===== config.mk =====
export PLATFORM = sky130hd
export DESIGN_NAME = instr_fetch_unit
export DESIGN_NICKNAME = d
export VERILOG_FILES = /design/src/rtl/instr_fetch_unit.sv
export SDC_FILE = /design/constraint.sdc
export NUM_CORES = 1
export LEC_CHECK = 0
export CORE_UTILIZATION = 29
export CTS_BUF_LIST = sky130_fd_sc_hd__clkbuf_16
export DETAILED_ROUTE_END_ITERATION = 10
export HOLD_SLACK_MARGIN = 0.06
export PLACE_DENSITY_LB_ADDON = 0.15
export SYNTH_ARGS = -nofsm -noshare
export SYNTH_HDL_FRONTEND = slang
export SYNTH_SLANG_ARGS = --single-unit

===== constraint.sdc =====
create_clock -name clk -period 6.2 [get_ports clk]
set_input_delay 0.62 -clock clk [delete_from_list [all_inputs] [get_ports clk]]
set_output_delay 0.62 -clock clk [all_outputs]
set_load 0.1 [all_outputs]

===== src/rtl/instr_fetch_unit.sv =====
// instr_fetch_unit: MIPS instruction fetch stage.
// Holds the PC and fetches 32-bit words from instruction memory over a
// req/ready handshake. It presents one registered instruction per slot to
// decode, and supports a decode stall and a branch/jump redirect with flush.
// Ports:
//   clk, rst_n                         clock, async active-low reset
//   imem_req, imem_addr                fetch request / word-aligned address
//   imem_ready, imem_rdata             memory accept + same-cycle data
//   stall                              decode cannot consume if_* this cycle
//   redirect_valid, redirect_pc        taken branch/jump target (bits [1:0] ignored)
//   if_valid, if_instr, if_pc          registered instruction slot
//   if_opcode, if_pc_plus4             decode helpers derived from the slot
module instr_fetch_unit #(
    parameter int unsigned          ADDR_W   = 32,
    parameter logic [ADDR_W-1:0]    RESET_PC = '0
) (
    input  logic              clk,
    input  logic              rst_n,
    output logic              imem_req,
    output logic [ADDR_W-1:0] imem_addr,
    input  logic              imem_ready,
    input  logic [31:0]       imem_rdata,
    input  logic              stall,
    input  logic              redirect_valid,
    input  logic [ADDR_W-1:0] redirect_pc,
    output logic              if_valid,
    output logic [31:0]       if_instr,
    output logic [5:0]        if_opcode,
    output logic [ADDR_W-1:0] if_pc,
    output logic [ADDR_W-1:0] if_pc_plus4
);

    localparam int unsigned INSTR_W = 32;
    localparam int unsigned OP_W    = 6;

    typedef enum logic [1:0] {
        FETCH = 2'd0,
        WAIT  = 2'd1,
        DRAIN = 2'd2
    } state_t;

    state_t            state;
    logic [ADDR_W-1:0] pc;
    logic [ADDR_W-1:0] req_pc;
    logic              slot_free;
    logic              req_raw;
    logic              accept;
    logic [ADDR_W-1:0] redirect_aligned;

    // Slot can take a new word if it is empty or is being consumed this edge.
    assign slot_free        = !if_valid || !stall;
    assign req_raw          = (state == FETCH) ? slot_free : 1'b1;
    assign imem_req         = rst_n && req_raw;
    assign imem_addr        = (state == FETCH) ? pc : req_pc;
    assign accept           = req_raw && imem_ready;
    assign redirect_aligned = redirect_pc & ~ADDR_W'(3);

    assign if_opcode   = if_instr[INSTR_W-1 -: OP_W];
    assign if_pc_plus4 = if_pc + ADDR_W'(4);

    // State, PC and instruction-slot registers.
    always_ff @(posedge clk or negedge rst_n) begin
        if (!rst_n) begin
            state    <= FETCH;
            pc       <= RESET_PC;
            req_pc   <= '0;
            if_valid <= 1'b0;
            if_instr <= '0;
            if_pc    <= '0;
        end else if (redirect_valid) begin
            // Flush the slot; any word in flight is dropped, and an
            // outstanding request is drained before the new PC is used.
            if_valid <= 1'b0;
            if_instr <= '0;
            pc       <= redirect_aligned;
            unique case (state)
                FETCH: begin
                    if (req_raw && !imem_ready) begin
                        req_pc <= pc;
                        state  <= DRAIN;
                    end
                end
                WAIT, DRAIN: state <= imem_ready ? FETCH : DRAIN;
                default:     state <= FETCH;
            endcase
        end else begin
            unique case (state)
                FETCH: begin
                    if (accept) begin
                        if_instr <= imem_rdata;
                        if_pc    <= pc;
                        if_valid <= 1'b1;
                        pc       <= pc + ADDR_W'(4);
                    end else begin
                        if (req_raw) begin
                            req_pc <= pc;
                            state  <= WAIT;
                        end
                        if (if_valid && !stall) begin
                            if_valid <= 1'b0;
                        end
                    end
                end
                WAIT: begin
                    if (imem_ready) begin
                        if_instr <= imem_rdata;
                        if_pc    <= req_pc;
                        if_valid <= 1'b1;
                        pc       <= req_pc + ADDR_W'(4);
                        state    <= FETCH;
                    end
                end
                DRAIN: begin
                    // pc already holds the redirect target; the word is discarded.
                    if (imem_ready) begin
                        state <= FETCH;
                    end
                end
                default: state <= FETCH;
            endcase
        end
    end

endmodule


# Word-level counts from Yosys, hierarchy flattened

Index checks and enable logic that the tools add are counted.

Add/subtract/negate cells: 3
Equality and inequality tests: 13
Multiplexer cells: 32
Bitwise logic cells: 1
Reductions and logical operators: 18

Operators with widths:

| operator                                                        | number |
|---|---|
| 32-bit two-way mux                                              | 15 |
| 32-bit one-hot mux with 2 select lines                          | 3 |
| 32-bit by 3-bit adder with 32-bit output, second input constant | 3 |
| 2-bit two-way mux                                               | 6 |
| 3-bit != test, second input constant                            | 4 |
| 4-bit AND reduction                                             | 3 |
| 2-bit one-hot mux with 2 select lines                           | 2 |
| 2-bit != test, second input constant                            | 3 |
| 3-bit AND reduction                                             | 2 |
| 1-bit two-way mux                                               | 5 |
| 1-bit logical AND                                               | 4 |
| 4-bit by 3-bit != test with 1-bit output, second input constant | 1 |
| 2-bit nonzero test                                              | 2 |
| 1-bit logical NOT                                               | 3 |
| 3-bit by 1-bit != test with 1-bit output, second input constant | 1 |
| 3-bit by 2-bit != test with 1-bit output, second input constant | 1 |
| 3-bit nonzero test                                              | 1 |
| 2-bit by 1-bit == test with 1-bit output, second input constant | 1 |
| 2-bit == test, second input constant                            | 1 |
| 2-bit logical NOT                                               | 1 |
| 2-bit by 1-bit != test with 1-bit output, second input constant | 1 |
| 1-bit one-hot mux with 2 select lines                           | 1 |
| 2-bit OR reduction                                              | 1 |
| 1-bit logical OR                                                | 1 |
| 1-bit NOT                                                       | 1 |

Register bits: 131
Input bits: 69
Output and inout bits: 136
Word-level logic and storage cells: 73

# Depth between registers and ports, before layout

Depth after elaboration: 7
Depth in mapped cells: 15
Gate-level depth less buffers: 9

# Worst setup path after synthesis

No wires, ideal clock.

Kind: register to output
Start point: reg if_pc[3]
End point: out if_pc_plus4[20]
Data arrival time: 3.991 ns
Setup slack: 1.589 ns
Stages on the path, launching flop included: 7
Buffers on the path: 0
Cell sequence: dfrtp_1 ha_1 and4_1 or3b_2 nor2_1 nand4_1 xnor2_1

Word-level cells in the longest chain between the ends: 1

Ends and longest elaborated chain:

| item                                     | line | text |
|---|---|---|
| start: declaration                       | 29   | `output logic [ADDR_W-1:0] if_pc,` |
| start signal: assignment                 | 91   | `if_pc <= pc;` |
| start signal: assignment                 | 107  | `if_pc <= req_pc;` |
| 32-bit by 3-bit adder with 32-bit output | 59   | `assign if_pc_plus4 = if_pc + ADDR_W'(4);` |
| end: declaration                         | 30   | `output logic [ADDR_W-1:0] if_pc_plus4` |

No other way between the ends.

# Worst setup path after layout

Start point: reg if_pc[3]
End point: out if_pc_plus4[30]

The elaborated chain is that of the path after synthesis.

==> results.cfg <==
[yosys]
ys_async_sr_fraction = 1.000
yosysMostFrequentCell = nand2_1
ys_seq_elements = 131
yosys-top-cells-count = nand2_1, dfrtp_1, a21oi_1
synthDistinctLibCells = 52
synthTopCellsByArea = dfrtp_1, mux2_2, nand2_1
syn_area_per_cell_um2 = 9.194
ys_seq_area_frac = 0.4338
synth_top_area_frac = 0.4338
synthFlopType = dfrtp_1
yosysWarnings = 0
synth_nets = 896
synth_area_mm2 = 0.007557
synth_area_leader_cell = dfrtp_1
syn-instance-count = 822
synth_enable_flop_cells = 0

[layout]
final_area_mm2 = 0.01038
fillCellCount = 2599
fin_nets = 1062
final_core_util = 0.4086
synthToLayoutAreaGrowth_pct = 37.33
drive_gt1_frac = 0.1190
antenna_cells = 0

[critical_path]
crit_top_cell = nor2_1
required_ns = 5.58
slowest_delay_ns = 1.14
endpoint_kind = primary output
worstReg2RegStart = state[1]
r2r_setup_slack_ns = 2.48
r2r-end = pc[28]
crit_chain = ha_1 -> and4_1 -> or3b_2 -> nor2_1 -> nand2_1 -> nor2_1 -> xor2_1 -> clkdlybuf4s50_1
cp_max_fo = 6
critical_path_buf_inv_count = 1
worst_ep_arrival_time_ns = 3.95
critical_path_class = register to primary output
cp_top_family = simple AND/OR/NAND/NOR gates
setup.worst_path.start_class = register
r2r_cells = 9
worst_path_max_delay_cell = clkdlybuf4s50_1

[clock_tree]
cts-resized-gates = 0
clk_pin_slew_worst_paths_ns = 0.06
clockBufferDepth = 2
hold_buffers = 0
cts_setup_buffers = 0
cts_tree = yes
h-tree-depth = 4
clkSinkCount = 131
cts_made_buffers = 17
clk_latency_ns = 0.43
cts_root_buffer = clkbuf_16

[detailed_routing]
wire_per_inst_um = 17.36
dr.first_iter.drc_count = 318
vias = 6571
drtAntennaViolNets = 0
drc = 0
viasPerCell = 4.941
routed_wl_um = 23090
dr.pass1.iters = 4

[place]
postPlaceCellArea_mm2 = 0.009767
dp_hpwl_um = 14860
place_congestion = 0.7848
port_buffers = 202

[timing]
tns_ns = 0
post-route-period-util = 0.7366
slew_violations = 0
fin_skew_ns = 0.01234
rsz0062_at_grt = no
tightest_slew_ns = 1.035
finalSetupViolCount = 0
max_freq_mhz = 219.0
slew_headroom = 0.3078
period_needed_ns = 4.567
hold_violations = 0

[job]
max-cap-violations = 0

[grt]
globalRoute.totalOverflow = 0
grt_util_all_layers = 0.1774
use_met2 = 0.2741
grt_max_degree = 71
antenna_found_initial = 0
use_met1 = 0.2427
grt_pass1_wl_um = 36500
grt_use_met3 = 0.04774
grt_pass1_vias = 6514
busiest_layer = met2

[floorplanning]
core_mm2 = 0.02540
die_h_um = 163.4
die_w_um = 163.4
rows = 58
io_pins = 205
start_util = 0.2975
die_area_mm2 = 0.02671

[hold_path]
hold_class = primary input to async pin

[run_status]
status = finished, final reports clean
[metal layers]
metal | wire length (um) | vias to the layer above
met5 | 0 | -
met4 | 227 | 0
met3 | 1440 | 17
met2 | 10430 | 189
met1 | 10990 | 3171
li1 | - | 3194
[cell usage in the layout (no fill, tap or decap), drive strengths merged, types with 6 or more instances in the layout]
cell	synthesis	routed
clkbuf	38	17
inv	7	10
o21ai	29	29
o221ai	6	6
nor2	56	56
buf	25	10
nand3	39	39
nand2	146	146
nand3b	17	17
xor2	13	13
and3	8	8
nand4	15	15
a22oi	8	8
xnor2	37	37
mux2	68	68
dfrtp	131	131
clkdlybuf4s50	0	200
a21oi	95	95
mux2i	31	31
[logic make-up after synthesis]
family,count (synthesis),synth area share
buffers and inverters,70,0.04404
adders and majority gates,5,0.008278
and+or+nand+nor,307,0.1897
DFF,131,0.4338
AOI/OAI and AO/OA,160,0.1238
muxes,99,0.1424
xor gates and xnor gates,50,0.05795
[worst max path at each step]
stage | to | slack, ns | cells past startpoint | from
detailed placement | if_pc_plus4[30] | 2.05 | 8 | if_pc[3]
global placement | if_pc_plus4[30] | 2.04 | 8 | if_pc[3]
global route | if_pc_plus4[30] | 1.42 | 8 | if_pc[3]
floorplan | if_pc_plus4[20] | 1.59 | 6 | if_pc[3]
CTS | if_pc_plus4[30] | 1.60 | 8 | if_pc[3]
finish | if_pc_plus4[30] | 1.63 | 8 | if_pc[3]
[worst reg2reg max path, cell delays in order (launching register included)]
cell and delay, ns:
dfrtp_1 0.38, inv_1 0.14, ha_4 0.57, buf_4 0.60, nand3_1 0.28, a222oi_1 0.63, and4_1 0.52, nand3_1 0.19
xnor2_1 0.18, a21oi_1 0.08
[state kept, by name (all words and copies together) (netlist names)]
name and flops:
pc 32, req_pc 32, if_instr 32, if_pc 32, state 2, if_valid 1
[area by class of cell]
| class | instances | area [um2] | area share |
|---|---|---|---|
| multi-input cells | 621 | 3969 | 0.3824 |
| flip-flops and latches | 131 | 3278 | 0.3159 |
| repair buffers | 210 | 2081 | 0.2005 |
| clock buffers | 17 | 425.4 | 0.04099 |
| well taps | 330 | 412.9 | 0.03978 |
| clock inverters | 14 | 186.4 | 0.01796 |
| inverters | 7 | 26.28 | 0.002532 |
[stage by stage]
step | hold WS (ns) | worst slack, ns | std cells
3_3_place_gp | 0.5080 | 2.044 | 1299
4_1_cts | 0.2567 | 1.598 | 1330
2_1_floorplan | 0.3244 | 1.589 | 822
6_report | 0.2138 | 1.633 | 1330
5_1_grt | 0.2716 | 1.420 | 1330
3_5_place_dp | 0.5144 | 2.051 | 1299
Power is left out: the tool's default activity adds up to more than one toggle a clock period on the data nets, which glitch-free logic cannot reach.
